$ cat config.mk
export PLATFORM = sky130hd
export DESIGN_NAME = dadda_mult_pipe
export DESIGN_NICKNAME = d
export VERILOG_FILES = /design/src/rtl/dadda_mult_pipe.sv
export SDC_FILE = /design/constraint.sdc
export NUM_CORES = 1
export LEC_CHECK = 0
export BUFFER_PORTS_ARGS = -buffer_cell sky130_fd_sc_hd__clkbuf_2
export CORE_ASPECT_RATIO = 1.2
export CORE_MARGIN = 2
export CORE_UTILIZATION = 40
export DETAILED_ROUTE_END_ITERATION = 10
export HOLD_SLACK_MARGIN = 0.03
export PLACE_DENSITY = 0.66
export SYNTH_ARGS = -nofsm -noshare
export SYNTH_HDL_FRONTEND = slang
export SYNTH_SLANG_ARGS = --single-unit
$ cat constraint.sdc
create_clock -name clk -period 7.7 [get_ports clk]
set_input_delay 1.155 -clock clk [delete_from_list [all_inputs] [get_ports clk]]
set_output_delay 1.155 -clock clk [all_outputs]
set_load 0.005 [all_outputs]
$ cat src/rtl/dadda_mult_pipe.sv
// Three-stage pipelined BIT x BIT multiplier: operand register, 4:2-compressor reduction to two rows, final CPA.
// Optional two's-complement (Baugh-Wooley) mode enabled by macro DADDA_SIGNED_EN (adds the tc input).
module dadda_mult_pipe #(
    parameter int unsigned BIT   = 8,
    parameter int unsigned TAG_W = 4
) (
    input  logic                 clk,
    input  logic                 rst_n,
    input  logic                 in_valid,
    output logic                 in_ready,
    input  logic [BIT-1:0]       a,
    input  logic [BIT-1:0]       b,
    input  logic [TAG_W-1:0]     in_tag,
`ifdef DADDA_SIGNED_EN
    input  logic                 tc,
`endif
    output logic                 out_valid,
    input  logic                 out_ready,
    output logic [2*BIT-1:0]     out,
    output logic [TAG_W-1:0]     out_tag
);

    localparam int unsigned PW   = 2 * BIT;
    localparam int unsigned NR   = BIT + 1;   // partial-product rows plus the Baugh-Wooley constant row
    localparam int unsigned RA   = NR + 3;    // row array slack so group indexing never leaves the array
    localparam int unsigned LVLS = 8;         // enough compressor levels for 33 rows

    logic             tc_in;
    logic             adv0, adv1, adv2;
    logic             s0_valid, s1_valid;
    logic [BIT-1:0]   s0_a, s0_b;
    logic [TAG_W-1:0] s0_tag, s1_tag;
    logic             s0_tc;
    logic [PW-1:0]    s1_sum, s1_car;
    logic [PW-1:0]    red_sum, red_car;

`ifdef DADDA_SIGNED_EN
    assign tc_in = tc;
`else
    assign tc_in = 1'b0;
`endif

    // Full-adder row: three rows in, sum row and left-shifted carry row out.
    function automatic logic [2*PW-1:0] csa(input logic [PW-1:0] x, input logic [PW-1:0] y,
                                            input logic [PW-1:0] z);
        logic [PW-1:0] s, c;
        s = x ^ y ^ z;
        c = ((x & y) | (x & z) | (y & z)) << 1;
        return {s, c};
    endfunction

    // 4:2 compressor row: the first FA's carry feeds the neighbouring column's second FA.
    function automatic logic [2*PW-1:0] comp42(input logic [PW-1:0] x1, input logic [PW-1:0] x2,
                                               input logic [PW-1:0] x3, input logic [PW-1:0] x4);
        logic [2*PW-1:0] fa1;
        fa1 = csa(x1, x2, x3);
        return csa(fa1[2*PW-1:PW], x4, fa1[PW-1:0]);
    endfunction

    assign adv2     = !out_valid || out_ready;
    assign adv1     = !s1_valid || adv2;
    assign adv0     = !s0_valid || adv1;
    assign in_ready = adv0;

    // Partial products and reduction of all rows down to a sum/carry pair.
    always_comb begin : reduce
        logic [PW-1:0]   rows [RA];
        logic [PW-1:0]   nxt  [RA];
        logic [PW-1:0]   row;
        logic [2*PW-1:0] sc;
        int              n, m;
        for (int k = 0; k < int'(RA); k++) begin
            rows[k] = '0;
            nxt[k]  = '0;
        end
        row = '0;
        sc  = '0;
        m   = 0;
        for (int i = 0; i < int'(BIT); i++) begin
            row = PW'(s0_b & {BIT{s0_a[i]}});
            if (s0_tc) begin
                if (i == int'(BIT) - 1) row[BIT-2:0] = ~row[BIT-2:0];
                else                    row[BIT-1]   = ~row[BIT-1];
            end
            rows[i] = row << i;
        end
        rows[BIT] = s0_tc ? ((PW'(1) << BIT) | (PW'(1) << (PW - 1))) : '0;
        n = int'(NR);
        for (int l = 0; l < int'(LVLS); l++) begin
            if (n > 2) begin
                for (int k = 0; k < int'(RA); k++) nxt[k] = '0;
                m = 0;
                for (int k = 0; k < int'(NR); k += 4) begin
                    if (k + 4 <= n) begin
                        sc        = comp42(rows[k], rows[k+1], rows[k+2], rows[k+3]);
                        nxt[m]    = sc[2*PW-1:PW];
                        nxt[m+1]  = sc[PW-1:0];
                        m         = m + 2;
                    end else if (k + 3 <= n) begin
                        sc        = csa(rows[k], rows[k+1], rows[k+2]);
                        nxt[m]    = sc[2*PW-1:PW];
                        nxt[m+1]  = sc[PW-1:0];
                        m         = m + 2;
                    end else if (k + 2 <= n) begin
                        nxt[m]    = rows[k];
                        nxt[m+1]  = rows[k+1];
                        m         = m + 2;
                    end else if (k + 1 <= n) begin
                        nxt[m]    = rows[k];
                        m         = m + 1;
                    end
                end
                rows = nxt;
                n    = m;
            end
        end
        red_sum = rows[0];
        red_car = rows[1];
    end

    // Stage valids and the output register are the only reset state.
    always_ff @(posedge clk) begin
        if (!rst_n) begin
            s0_valid  <= 1'b0;
            s1_valid  <= 1'b0;
            out_valid <= 1'b0;
            out       <= '0;
            out_tag   <= '0;
        end else begin
            if (adv0) s0_valid  <= in_valid;
            if (adv1) s1_valid  <= s0_valid;
            if (adv2) out_valid <= s1_valid;
            if (adv2 && s1_valid) begin
                out     <= s1_sum + s1_car;
                out_tag <= s1_tag;
            end
        end
    end

    always_ff @(posedge clk) begin
        if (adv0 && in_valid) begin
            s0_a   <= a;
            s0_b   <= b;
            s0_tag <= in_tag;
            s0_tc  <= tc_in;
        end
        if (adv1 && s0_valid) begin
            s1_sum <= red_sum;
            s1_car <= red_car;
            s1_tag <= s0_tag;
        end
    end

endmodule
After elaboration in Yosys (flattened, before gate mapping) --
Index checks and enable logic that the tools add are counted.
Storage, ports and cells: bits in registers 78, input bits 24, output and inout bits 22, word-level logic and storage cells 73
Cells by class: add/sub/neg operators 1, bitwise operators 52, reduce and logical (&&, ||, !) cells 9
Operator list (count):
- bitwise AND 15 bit | 8
- OR 15 bit | 7
- XOR 16 bit | 5
- bitwise AND 8 bit | 8
- XOR 16 x 11 -> 16 bit | 2
- XOR 16 x 15 -> 16 bit | 2
- bitwise AND 14 x 15 -> 15 bit | 2
- bitwise AND 10 x 11 -> 11 bit | 2
- adder 16 bit | 1
- OR 15 x 11 -> 15 bit | 1
- bitwise AND 12 x 14 -> 14 bit | 1
- bitwise AND 13 x 14 -> 14 bit | 1
- OR 13 x 14 -> 14 bit | 1
- OR 14 bit | 1
- XOR 13 x 14 -> 14 bit | 1
- bitwise AND 12 x 13 -> 13 bit | 1
- XOR 12 x 13 -> 13 bit | 1
- bitwise AND 11 bit | 1
- bitwise AND 8 x 10 -> 10 bit | 1
- bitwise AND 9 x 10 -> 10 bit | 1
- OR 10 bit | 1
- OR 9 x 10 -> 10 bit | 1
- XOR 9 x 10 -> 10 bit | 1
- bitwise AND 8 x 9 -> 9 bit | 1
- 4 further kinds | 10

Depth between registers and ports, before layout --
Gate-level depths: netlist of the first run.
depth in word-level cells 14, gate-level depth with buffers 10, depth with buffers taken out 10

Least setup slack after synthesis of the first run --
No wires, ideal clock.
kind input port to flip-flop, from input port out_ready, to register s1_car[10] (enable), setup time 0.463 ns, data arrival time 3.625 ns, data required time 7.237 ns, path slack 3.612 ns, cell stages on the path 2, buffers on the path 0, cell sequence and2b_1 -> a21boi_0
Between the ends: word-level cells in the longest chain between the ends 3
RTL lines:
- start: declaration | RTL line 18 | input logic out_ready,
- logical OR 1 bit | RTL line 60 | assign adv2 = !out_valid || out_ready;
- logical OR 1 bit | RTL line 61 | assign adv1 = !s1_valid || adv2;
- logical AND 1 bit | RTL line 147 | if (adv1 && s0_valid) begin
- end signal: assignment | RTL line 149 | s1_car <= red_car;
- end: declaration | RTL line 34 | logic [PW-1:0] s1_sum, s1_car;
No other way between the ends. A chain may end at the register's enable or synchronous reset.

Final worst setup path of the first run --
from register s0_a[2], to register s1_sum[7], data pin
Between the ends: word-level cells in the longest chain between the ends 14, elaborated cells between the ends (all ways) 28, classes of those cells 28 x bitwise
RTL lines:
- start: declaration | RTL line 31 | logic [BIT-1:0] s0_a, s0_b;
- start signal: assignment | RTL line 142 | s0_a <= a;
- bitwise AND 8 bit (*) | RTL line 80 | row = PW'(s0_b & {BIT{s0_a[i]}});
- bitwise AND 8 x 10 -> 10 bit
- OR 9 x 10 -> 10 bit
- OR 10 bit
- bitwise AND 10 x 11 -> 11 bit | RTL line 48 | c = ((x & y) | (x & z) | (y & z)) << 1;
- OR 15 bit | RTL line 48
- OR 15 x 11 -> 15 bit | RTL line 48
- bitwise AND 15 bit
- OR 15 bit (2 in series) | RTL line 48
- bitwise AND 15 bit | RTL line 48
- OR 15 bit (2 in series) | RTL line 48
- XOR 16 bit (*)
- via red_sum[7] | RTL line 35 | logic [PW-1:0] red_sum, red_car;
- end signal: assignment | RTL line 148 | s1_sum <= red_sum;
- end: declaration | RTL line 34
Mark *: on every way through the listed nets, which the timed path passes. The rest lies on a longest branch.

==> impl_metrics.json, run 1 <==
{
  "ant_nets": 0,
  "ys_types": 33,
  "crit_family": "adder cells",
  "n_fill_cell": 939,
  "initial_core_util_pct": 40.6,
  "pwr-share-comb_pct": 28.2,
  "status": "finished, final reports clean",
  "vias_per_cell": 4.82,
  "finish.utilization_pct": 47.7,
  "maxSlewViolCount": 0,
  "fin_crit_sh_pct": 45.5,
  "fin_nets": 505,
  "cts-root-buf": "clkbuf_16",
  "holdWs_ns": 0.424,
  "placed_area_sq_mm": 0.00462,
  "finalSetupViolCount": 0,
  "relSlewSlack_pct": 43.9,
  "num_vias": 2623,
  "wl_per_cell_um": 13.2,
  "avgSynthCellArea_sq_um": 11.8,
  "dieArea_sq_mm": 0.0114,
  "p_switching_mw": 0.410,
  "slowest_stage": "fa_1",
  "yosys-top-cells-area": "edfxtp_1 36%, fa_1 18%, dfxtp_1 11%",
  "synthTopCellsByCount": "50 x edfxtp_1, 49 x and2_1, 44 x nand2_1, 40 x inv_1, 39 x fa_1",
  "crit_chain": "and2_1 > fa_1 > inv_1 > fa_1 > inv_1 > fa_1 > inv_1 > fa_1 > inv_1 > ha_1",
  "synth_top_area_cell": "edfxtp_1",
  "layout.cells.non_filler": 544,
  "setup_tns_ns": 0,
  "synth-warning-count": 0,
  "max_stage_delay_ns": 0.54,
  "synthDominantCellAreaShare_pct": 35.5,
  "yosysMostFrequentCell": "edfxtp_1",
  "finClkSkew_ns": 0.00687,
  "drt_iter0_drc": 58,
  "die_y_um": 117,
  "clk-insertion-delay-late_ns": 0.34,
  "hold_class": "flip-flop to flip-flop",
  "cts.sinks": 73,
  "fin_crit_ns": 3.50,
  "cp-end-kind": "flip-flop",
  "postCtsSetupRepairBufs": 0,
  "start_kind": "flip-flop",
  "gp_congestion": 0.823,
  "synth_edf_count": 50,
  "hold_viol": 0,
  "p_leak_nw": 2.18,
  "core-area_sq_mm": 0.0104,
  "post-route-drc-count": 0,
  "ys.flop_type": "edfxtp_1",
  "max_freq_ghz": 0.285,
  "antenna_found_initial": 0,
  "grt_max_degree": 30,
  "n_antenna_cell": 0,
  "drive_above_1_share_pct": 16.4,
  "placedCellCount": 528,
  "rows": 41,
  "syn_inst": 358,
  "required_ns": 7.79,
  "worst_pin_slew_ns": 0.841,
  "clock_path_buffers": 2,
  "drv_cap": 0,
  "num_io_pins": 46,
  "synth_fp_nets": 453,
  "drt_pre_antenna_iters": 4,
  "cts-resized-gates": 0,
  "track_usage_pct": 13.5,
  "detailed_place_hpwl_um": 5360,
  "synth_seq_cells": 73,
  "cp.arrival_ns": 3.59,
  "pwr-share-clk_pct": 34.0,
  "path_clk_slew_ns": 0.06,
  "yosysSeqAreaShare_pct": 46.4,
  "cts_tree": "done",
  "grt_pass1_wl_um": 12100,
  "power_density_mw_per_mm2": 279,
  "fin_area_sq_mm": 0.00496,
  "port_buffers": 45,
  "overflow": 0,
  "p_int_mw": 0.975,
  "routed_wl_um": 7200,
  "cts-buffers-inserted": 9,
  "worst-path-buf-inv": 4,
  "hold_buffers": 0,
  "area_growth_syn_to_layout_pct": 17.4,
  "die_x_um": 97.9,
  "peakVddDrop_v": 0.000134,
  "first_global_vias": 2618,
  "seqPwrFrac_pct": 37.8,
  "crit_fanout": 8,
  "rsz0062_at_grt": "false",
  "crit_type": "flip-flop to flip-flop",
  "netSwitchingFraction_pct": 29.6,
  "netlist_area_sq_mm": 0.00423,
  "async_reset_ff_share_pct": 0,
  "htreeDepth": 3
}
## cell type report
type                       instances  area [sq um]  share of cell area, %
multi-input combinational        238          2100                   42.2
sequential                        73          1960                   39.5
clock buffer                      10           250                   5.04
timing repair buffer              48           248                   4.99
tap                              129           161                   3.25
inverter                          40           150                   3.02
clock inverter                     6          95.1                   1.92
## stage by stage
| step | setup slack, ns | total power, mW |
|---|---|---|
| floorplan | 3.61 | 0.818 |
| global placement | 4.29 | 0.903 |
| detailed placement | 4.23 | 0.920 |
| CTS | 4.20 | 1.40 |
| global route | 4.13 | 1.49 |
| finish | 4.20 | 1.38 |
## sequential cells by signal, indices dropped and copies added, names as in the netlist
register,flops
s1_tag,4
out,16
s0_a,8
s1_sum,16
s1_valid,1
s0_tag,4
s0_valid,1
out_valid,1
out_tag,4
s0_b,8
s1_car,10
## layout by cell type, fill, tap and decap left out, drive strengths merged
| cell type | instances |
|---|---|
| nand4 | 5 |
| dfxtp | 23 |
| and2b | 1 |
| and3 | 2 |
| and2 | 49 |
| a21o | 3 |
| a31o | 1 |
| or3 | 1 |
| o211a | 1 |
| nand3 | 7 |
| xnor2 | 2 |
| clkinv | 2 |
| nand2 | 44 |
| buf | 3 |
| inv | 42 |
| nand2b | 3 |
| a211oi | 1 |
| o21ai | 5 |
| fa | 39 |
| xor2 | 2 |
| edfxtp | 50 |
| ha | 32 |
| a21boi | 1 |
| nor3 | 2 |
| nor4 | 1 |
| nor2 | 7 |
| clkbuf | 55 |
| a31oi | 3 |
| a21oi | 22 |
| bufinv | 2 |
| a311oi | 1 |
| nor2b | 1 |
| a211o | 1 |
| or4 | 1 |
## final timing paths
kind,from,endpoint,slack [ns],cells after the start
worst min-delay path,s0_tag[3]$_DFFE_PP_,s1_tag[3]$_DFFE_PP_,0.42,0
worst min register to register,s0_tag[3]$_DFFE_PP_,s1_tag[3]$_DFFE_PP_,0.42,0
worst max register to register,s0_a[2]$_DFFE_PP_,s1_sum[7]$_DFFE_PP_,4.20,10
worst max-delay path,s0_a[2]$_DFFE_PP_,s1_sum[7]$_DFFE_PP_,4.20,10
## power by group through the flow
| stage | Combinational [mW] | Clock, mW | Sequential (mW) |
|---|---|---|---|
| after global routing | 0.464 | 0.500 | 0.529 |
| after floorplan | 0.294 | 0 | 0.524 |
| after CTS | 0.398 | 0.482 | 0.523 |
| after detailed placement | 0.389 | 0 | 0.531 |
| final | 0.391 | 0.471 | 0.523 |
| after global placement | 0.374 | 0 | 0.529 |
## cells by family (layout without fill, tap and decap cells)
| family | after synthesis | in the layout | share of synthesized area, % |
|---|---|---|---|
| AO/OA/AOI/OAI | 39 | 39 | 5.47 |
| adder cells (fa/ha/maj) | 71 | 71 | 27.9 |
| buffers and inverters | 47 | 104 | 4.26 |
| flip-flops | 73 | 73 | 46.4 |
| XOR/XNOR | 4 | 4 | 0.829 |
| AND/OR/NAND/NOR | 124 | 124 | 15.1 |
## layer usage
metal	GRT usage, %	share of wire (%)	up-vias
met1	16.4	43	1267
li1	-	-	1296
met4	5.28	1.6	0
met2	22.7	50	49
met5	0	0	-
met3	4.13	4.7	11
## worst register-to-register path: stages (launching register included)
cell,delay (ns)
edfxtp_1,0.49
and2_1,0.21
fa_1,0.53
inv_1,0.05
fa_1,0.47
inv_1,0.05
fa_1,0.52
inv_1,0.05
fa_1,0.54
inv_1,0.06
ha_1,0.28
(Power assumes the default switching activity.)
==> run 2, diff against run 1 <==
--- a/config.mk
+++ b/config.mk
@@ -5,13 +5,14 @@
 export SDC_FILE = /design/constraint.sdc
 export NUM_CORES = 1
 export LEC_CHECK = 0
+export ABC_AREA = 1
 export BUFFER_PORTS_ARGS = -buffer_cell sky130_fd_sc_hd__clkbuf_2
 export CORE_ASPECT_RATIO = 1.2
 export CORE_MARGIN = 2
 export CORE_UTILIZATION = 40
 export DETAILED_ROUTE_END_ITERATION = 10
 export HOLD_SLACK_MARGIN = 0.03
-export PLACE_DENSITY = 0.66
+export PLACE_DENSITY = 0.68
 export SYNTH_ARGS = -nofsm -noshare
 export SYNTH_HDL_FRONTEND = slang
 export SYNTH_SLANG_ARGS = --single-unit
==> constraint.sdc (replaced) <==
create_clock -name clk -period 2.89 [get_ports clk]
set_input_delay 0.4335 -clock clk [delete_from_list [all_inputs] [get_ports clk]]
set_output_delay 0.4335 -clock clk [all_outputs]
set_load 0.005 [all_outputs]
==> run 2 against run 1 <==
Effect of this change:
- the flow now finishes with violations (negative setup slack)
- clock power is 150% higher
- die area up 5.0%
- routed wire length rose by 14%
- clock skew up 0.0017 ns
- synthesized cell count rose by 29%
- largest power group unchanged
==> impl_metrics.json, run 2 <==
{
  "multi_input_area_sq_mm": 0.00211,
  "reg.largest.list": "out x16, s1_sum x16, s1_car x10",
  "detailed_place_hpwl_um": 6010,
  "p_int_mw": 2.34,
  "placedCellCount": 639,
  "finalSetupViolCount": 14,
  "cp-end-kind": "flip-flop",
  "ys_types": 25,
  "netSwitchingFraction_pct": 30.3,
  "hold_class": "primary input to flip-flop",
  "hold_viol": 0,
  "crit_top_cell": "fa_1",
  "synthTopCellsByCount": "107 x inv_1, 94 x nand2_1, 50 x edfxtp_1, 42 x nor2_1, 39 x fa_1",
  "synth-warning-count": 0,
  "max_stage_delay_ns": 0.49,
  "total_power_mw": 3.36,
  "cts-root-buf": "clkbuf_16",
  "required_ns": 2.98,
  "overflow": 0,
  "gp_congestion": 0.866,
  "finish.utilization_pct": 49.8,
  "synth_fp_nets": 556,
  "slowest_stage": "fa_1",
  "avgSynthCellArea_sq_um": 9.65,
  "htreeDepth": 3,
  "port_buffers": 45,
  "grt_pass1_wl_um": 13600,
  "grt_max_degree": 31,
  "p_switching_mw": 1.02,
  "drt_pre_antenna_iters": 4,
  "ff_latch_area_sq_mm": 0.00196,
  "routed_wl_um": 8180,
  "synthDominantCellAreaShare_pct": 33.7,
  "fin_nets": 625,
  "netlist_area_sq_mm": 0.00445,
  "max_freq_ghz": 0.305,
  "power_density_mw_per_mm2": 616,
  "wl_per_cell_um": 12.3,
  "finClkSkew_ns": 0.00859,
  "area_growth_syn_to_layout_pct": 22.4,
  "cp.arrival_ns": 3.37,
  "num_vias": 3050,
  "n_fill_cell": 999,
  "crit_type": "flip-flop to flip-flop",
  "layout_commonest_cell": "nand2_1",
  "vias_per_cell": 4.57,
  "rows": 42,
  "ant_nets": 0,
  "yosys-top-cells-area": "edfxtp_1 34%, fa_1 18%, dfxtp_1 10%",
  "path_clk_slew_ns": 0.06,
  "synth_seq_cells": 73,
  "async_reset_ff_share_pct": 0,
  "met1_usage_pct": 17.0,
  "drive_above_1_share_pct": 25.8,
  "post-route-drc-count": 0,
  "ys.flop_type": "edfxtp_1",
  "cts-buffers-inserted": 9,
  "fin_crit_ns": 3.28,
  "seqPwrFrac_pct": 38.7,
  "clk-insertion-delay-late_ns": 0.34,
  "die_y_um": 120,
  "drt_iter0_drc": 77,
  "p_leak_nw": 2.81,
  "die_x_um": 100,
  "cts.sinks": 73,
  "synth_top_area_cell": "edfxtp_1",
  "track_usage_pct": 14.6,
  "violations": "negative setup slack",
  "pwr-share-clk_pct": 34.4,
  "crit_chain": "buf_4 > nand2_2 > inv_2 > fa_1 > fa_1 > inv_1 > fa_1 > inv_1 > fa_1 > ha_2",
  "dieArea_sq_mm": 0.0120,
  "grt.busiest_layer": "met2",
  "layout.cells.non_filler": 667,
  "worst-path-buf-inv": 4,
  "pwr-share-comb_pct": 26.9,
  "setup_tns_ns": -3.16,
  "yosysMostFrequentCell": "inv_1",
  "n_antenna_cell": 0,
  "mostFrequentLayoutCells": "91 x nand2_1, 90 x inv_1, 50 x edfxtp_1",
  "fin_area_sq_mm": 0.00545,
  "num_io_pins": 46,
  "antenna_found_initial": 0,
  "start_kind": "flip-flop",
  "peakVddDrop_v": 0.000297,
  "fin_crit_sh_pct": 113,
  "yosysSeqAreaShare_pct": 44.1,
  "core-area_sq_mm": 0.0109,
  "placed_area_sq_mm": 0.00493,
  "drv_cap": 0,
  "crit_family": "adder cells",
  "syn_inst": 461,
  "maxSlewViolCount": 0,
  "cts_tree": "done",
  "synth_edf_count": 50,
  "worst_pin_slew_ns": 0.818,
  "rsz0062_at_grt": "true",
  "initial_core_util_pct": 40.7,
  "gr-usage-met3_pct": 2.39,
  "crit_fanout": 4,
  "relSlewSlack_pct": 45.4,
  "clock_path_buffers": 2,
  "status": "finished with violations",
  "first_global_vias": 3073,
  "grtUsageMet2_pct": 25.7,
  "fin_ws_ns": -0.385
}
run 2: area by class of cell:
cell class | count | share of cell area [%]
clock buffer | 9 | 4.14
clock inverter | 7 | 1.54
inverter | 109 | 7.51
multi-input combinational | 259 | 38.8
sequential | 73 | 36.0
tap | 132 | 3.03
timing repair buffer | 78 | 8.96
run 2: kinds of logic (layout without fill, tap and decap cells):
group	count (synthesis)	count (layout)	synth area share (%)
AOI/OAI and AO/OA	32	32	3.88
xor gates and xnor gates	4	4	0.787
adders and majority gates	71	71	26.5
buffers and inverters	129	203	11.2
DFF	73	73	44.1
and+or+nand+nor	152	152	13.5
run 2: layer usage:
metal | routed length [um] | vias up
met4 | 209 | 0
met2 | 4260 | 62
li1 | - | 1532
met3 | 269 | 18
met1 | 3440 | 1438
met5 | 0 | -
run 2: worst paths after layout:
| check | startpoint | end | slack [ns] | cells past startpoint |
|---|---|---|---|---|
| worst max-delay path | s0_b[3]$_DFFE_PP_ | s1_sum[8]$_DFFE_PP_ | -0.39 | 10 |
| worst min-delay path | b[0] | s0_b[0]$_DFFE_PP_ | 0.26 | 1 |
| worst max register to register | s0_b[3]$_DFFE_PP_ | s1_sum[8]$_DFFE_PP_ | -0.39 | 10 |
| worst min register to register | s0_tag[3]$_DFFE_PP_ | s1_tag[3]$_DFFE_PP_ | 0.42 | 0 |
run 2: metrics by stage:
stage               hold slack, ns  worst slack, ns
floorplan                    0.400           -0.366
global placement             0.403           -0.355
detailed placement           0.405           -0.401
CTS                          0.257           -0.377
global route                 0.262           -0.467
finish                       0.264           -0.385
run 2: what timing repair did:
action,4_1_cts,5_1_grt
gates cloned,0,0
hold buffers,0,0
setup endpoints to repair,15,15
endpoints found under the hold margin,0,0
resized for setup,12,25
pin swaps,8,24
buffers inserted,6,7
run 2: power by group through the flow:
stage	sequential (mW)	combinational (mW)	clock (mW)
after CTS	1.30	0.816	1.18
after floorplan	1.30	0.571	0
after global placement	1.32	0.717	0
after detailed placement	1.32	0.759	0
after global routing	1.31	1.05	1.22
final	1.30	0.901	1.16
==> run 3, diff against run 2 <==
--- a/config.mk
+++ b/config.mk
@@ -11,8 +11,8 @@
 export CORE_MARGIN = 2
 export CORE_UTILIZATION = 40
 export DETAILED_ROUTE_END_ITERATION = 10
+export GPL_TIMING_DRIVEN = 0
 export HOLD_SLACK_MARGIN = 0.03
-export PLACE_DENSITY = 0.68
 export SYNTH_ARGS = -nofsm -noshare
 export SYNTH_HDL_FRONTEND = slang
 export SYNTH_SLANG_ARGS = --single-unit
==> run 3 against run 2 <==
Effect of this change:
- the run still ends with negative setup slack left
- cell area up 0.39%
- global-route usage down 0.30 points
- critical path depth up 2
- largest power group unchanged
- via count down 0.89%
- clock power down 8%
- clock skew up 0.0024 ns
- die area unchanged
- sequential power about the same
- critical endpoint is now s1_sum[7]$_DFFE_PP_
- worst hold slack worse by 0.0017 ns
- worst setup slack better by 0.028 ns
- first-iteration DRC count up 66%
- highest routed layer unchanged
==> impl_metrics.json, run 3 (synthesized netlist as in run 2, its figures left out) <==
{
  "detailed_place_hpwl_um": 5620,
  "hp-start": "b[7]",
  "port_buffers": 45,
  "reg.largest.list": "out x16, s1_sum x16, s1_car x10",
  "cp-end-kind": "flip-flop",
  "crit_family": "adder cells",
  "drt_iter0_drc": 128,
  "clock_path_buffers": 2,
  "layout.cells.non_filler": 669,
  "max_freq_ghz": 0.308,
  "pre_cts_slack_ns": -0.513,
  "placed_area_sq_mm": 0.00490,
  "overflow": 0,
  "core-area_sq_mm": 0.0109,
  "cts_tree": "done",
  "die_y_um": 120,
  "maxSlewViolCount": 0,
  "finalSetupViolCount": 13,
  "rows": 42,
  "hold_buffers": 0,
  "relSlewSlack_pct": 27.5,
  "mostFrequentLayoutCells": "93 x inv_1, 85 x nand2_1, 50 x edfxtp_1",
  "fin_crit_sh_pct": 112,
  "initial_core_util_pct": 40.7,
  "rsz0062_at_grt": "true",
  "cp.arrival_ns": 3.35,
  "worst_pin_slew_ns": 1.09,
  "p_int_mw": 2.27,
  "peakVddDrop_v": 0.000290,
  "area_growth_syn_to_layout_pct": 22.9,
  "die_x_um": 100,
  "grt_pass1_wl_um": 13400,
  "min_delay_path_depth": 1,
  "ant_nets": 0,
  "hold_viol": 0,
  "crit_fanout": 4,
  "gp_congestion": 0.879,
  "layout_commonest_cell": "inv_1",
  "seqPwrFrac_pct": 40.0,
  "fin_area_sq_mm": 0.00547,
  "cts.sinks": 73,
  "vias_per_cell": 4.52,
  "status": "finished with violations",
  "first_global_vias": 3088,
  "r2r_setup_slack_ns": -0.36,
  "placedCellCount": 638,
  "track_usage_pct": 14.3,
  "post-route-drc-count": 0,
  "num_vias": 3023,
  "start_kind": "flip-flop",
  "n_antenna_cell": 0,
  "crit_type": "flip-flop to flip-flop",
  "netSwitchingFraction_pct": 29.6,
  "num_io_pins": 46,
  "power_density_mw_per_mm2": 590,
  "dieArea_sq_mm": 0.0120,
  "wl_per_cell_um": 11.5,
  "worst-path-buf-inv": 6,
  "crit_top_cell": "inv_2",
  "fin_crit_ns": 3.25,
  "holdWs_ns": 0.263,
  "cts-root-buf": "clkbuf_16",
  "finClkSkew_ns": 0.0110,
  "path_clk_slew_ns": 0.06,
  "p_leak_nw": 2.82,
  "crit_path_start": "s0_b[5]$_DFFE_PP_",
  "cts-buffers-inserted": 9,
  "drv_cap": 0,
  "max_stage_delay_ns": 0.56,
  "antenna_found_initial": 0,
  "grt_max_degree": 31,
  "setup_tns_ns": -2.89,
  "violations": "negative setup slack",
  "min_to": "s0_b[7]$_DFFE_PP_",
  "hold_class": "primary input to flip-flop",
  "clk-insertion-delay-late_ns": 0.34,
  "drt_pre_antenna_iters": 4,
  "reg2regPathDepth": 12,
  "slowest_stage": "fa_2",
  "required_ns": 2.99,
  "routed_wl_um": 7680,
  "drive_above_1_share_pct": 25.5,
  "pwr-share-clk_pct": 33.2,
  "crit_chain": "clkbuf_8 > nand2_4 > inv_2 > fa_2 > inv_2 > fa_1 > inv_2 > fa_1 > inv_2 > fa_1 > inv_2 > ha_4",
  "r2r_start": "s0_b[5]$_DFFE_PP_",
  "fin_nets": 627,
  "pwr-share-comb_pct": 26.8,
  "htreeDepth": 3,
  "fin_ws_ns": -0.357,
  "p_switching_mw": 0.957,
  "rr_endpoint": "s1_sum[7]$_DFFE_PP_"
}
==> run 3: cell types whose count changed in the layout (fill, tap and decap cells not counted), sizes merged <==
cell,delta
clkinv,+2
buf,-10
bufinv,-1
clkbuf,+14
inv,-3
==> run 3: metrics by stage <==
step | power (mW) | utilization [%]
floorplan | 1.87 | -
global placement | 2.04 | 44.9
detailed placement | 2.06 | 44.9
CTS | 3.23 | 49.9
global route | 3.45 | 50.0
finish | 3.23 | 50.0
==> run 3: cell type report <==
class	instances	area, sq um
tap	132	165
buffer	15	143
clock inverter	5	36.3
multi-input combinational	259	2110
sequential	73	1960
timing repair buffer	65	390
inverter	109	409
fill	1009	5460
clock buffer	11	254
==> run 3: what timing repair did <==
item / in CTS / in global routing
gates resized for setup: 41 / 13
endpoints found under the setup margin: 15 / 15
pin swaps: 19 / 7
cloned: 0 / 0
buffers inserted: 19 / 1
endpoints found under the hold margin: 0 / 0
==> run 3: worst max path at each step <==
stage / endpoint / slack (ns) / cells past startpoint
final: s1_sum[7]$_DFFE_PP_ / -0.36 / 12
after global routing: s1_sum[8]$_DFFE_PP_ / -0.43 / 11
after CTS: s1_sum[7]$_DFFE_PP_ / -0.37 / 12
after detailed placement: s1_sum[7]$_DFFE_PP_ / -0.51 / 10
after global placement: s1_sum[7]$_DFFE_PP_ / -0.49 / 10
after floorplan: s1_sum[7]$_DFFE_PP_ / -0.37 / 12
==> run 3: worst register-to-register path: cells and delay by family, from the launching register on <==
kind          cells  cell delay (ns)
buf+inv           6             0.37
flops             1             0.37
fa+ha+maj         5             2.21
simple gates      1             0.05
==> run 3: power groups by stage <==
| stage | Sequential [mW] | Clock (mW) | Combinational (mW) |
|---|---|---|---|
| 6_report | 1.29 | 1.07 | 0.865 |
| 5_1_grt | 1.30 | 1.13 | 1.02 |
| 4_1_cts | 1.29 | 1.09 | 0.854 |
| 3_5_place_dp | 1.31 | 0 | 0.757 |
| 3_3_place_gp | 1.30 | 0 | 0.733 |
| 2_1_floorplan | 1.30 | 0 | 0.571 |
==> run 3: layer usage <==
metal | up-vias | track usage, % | share of wire, % | routed length [um]
li1 | 1537 | - | - | -
met1 | 1417 | 16.1 | 42 | 3240
met2 | 56 | 25.3 | 51 | 3940
met3 | 13 | 2.62 | 3.9 | 302
met4 | 0 | 7.71 | 2.6 | 197
met5 | - | 0 | 0 | 0
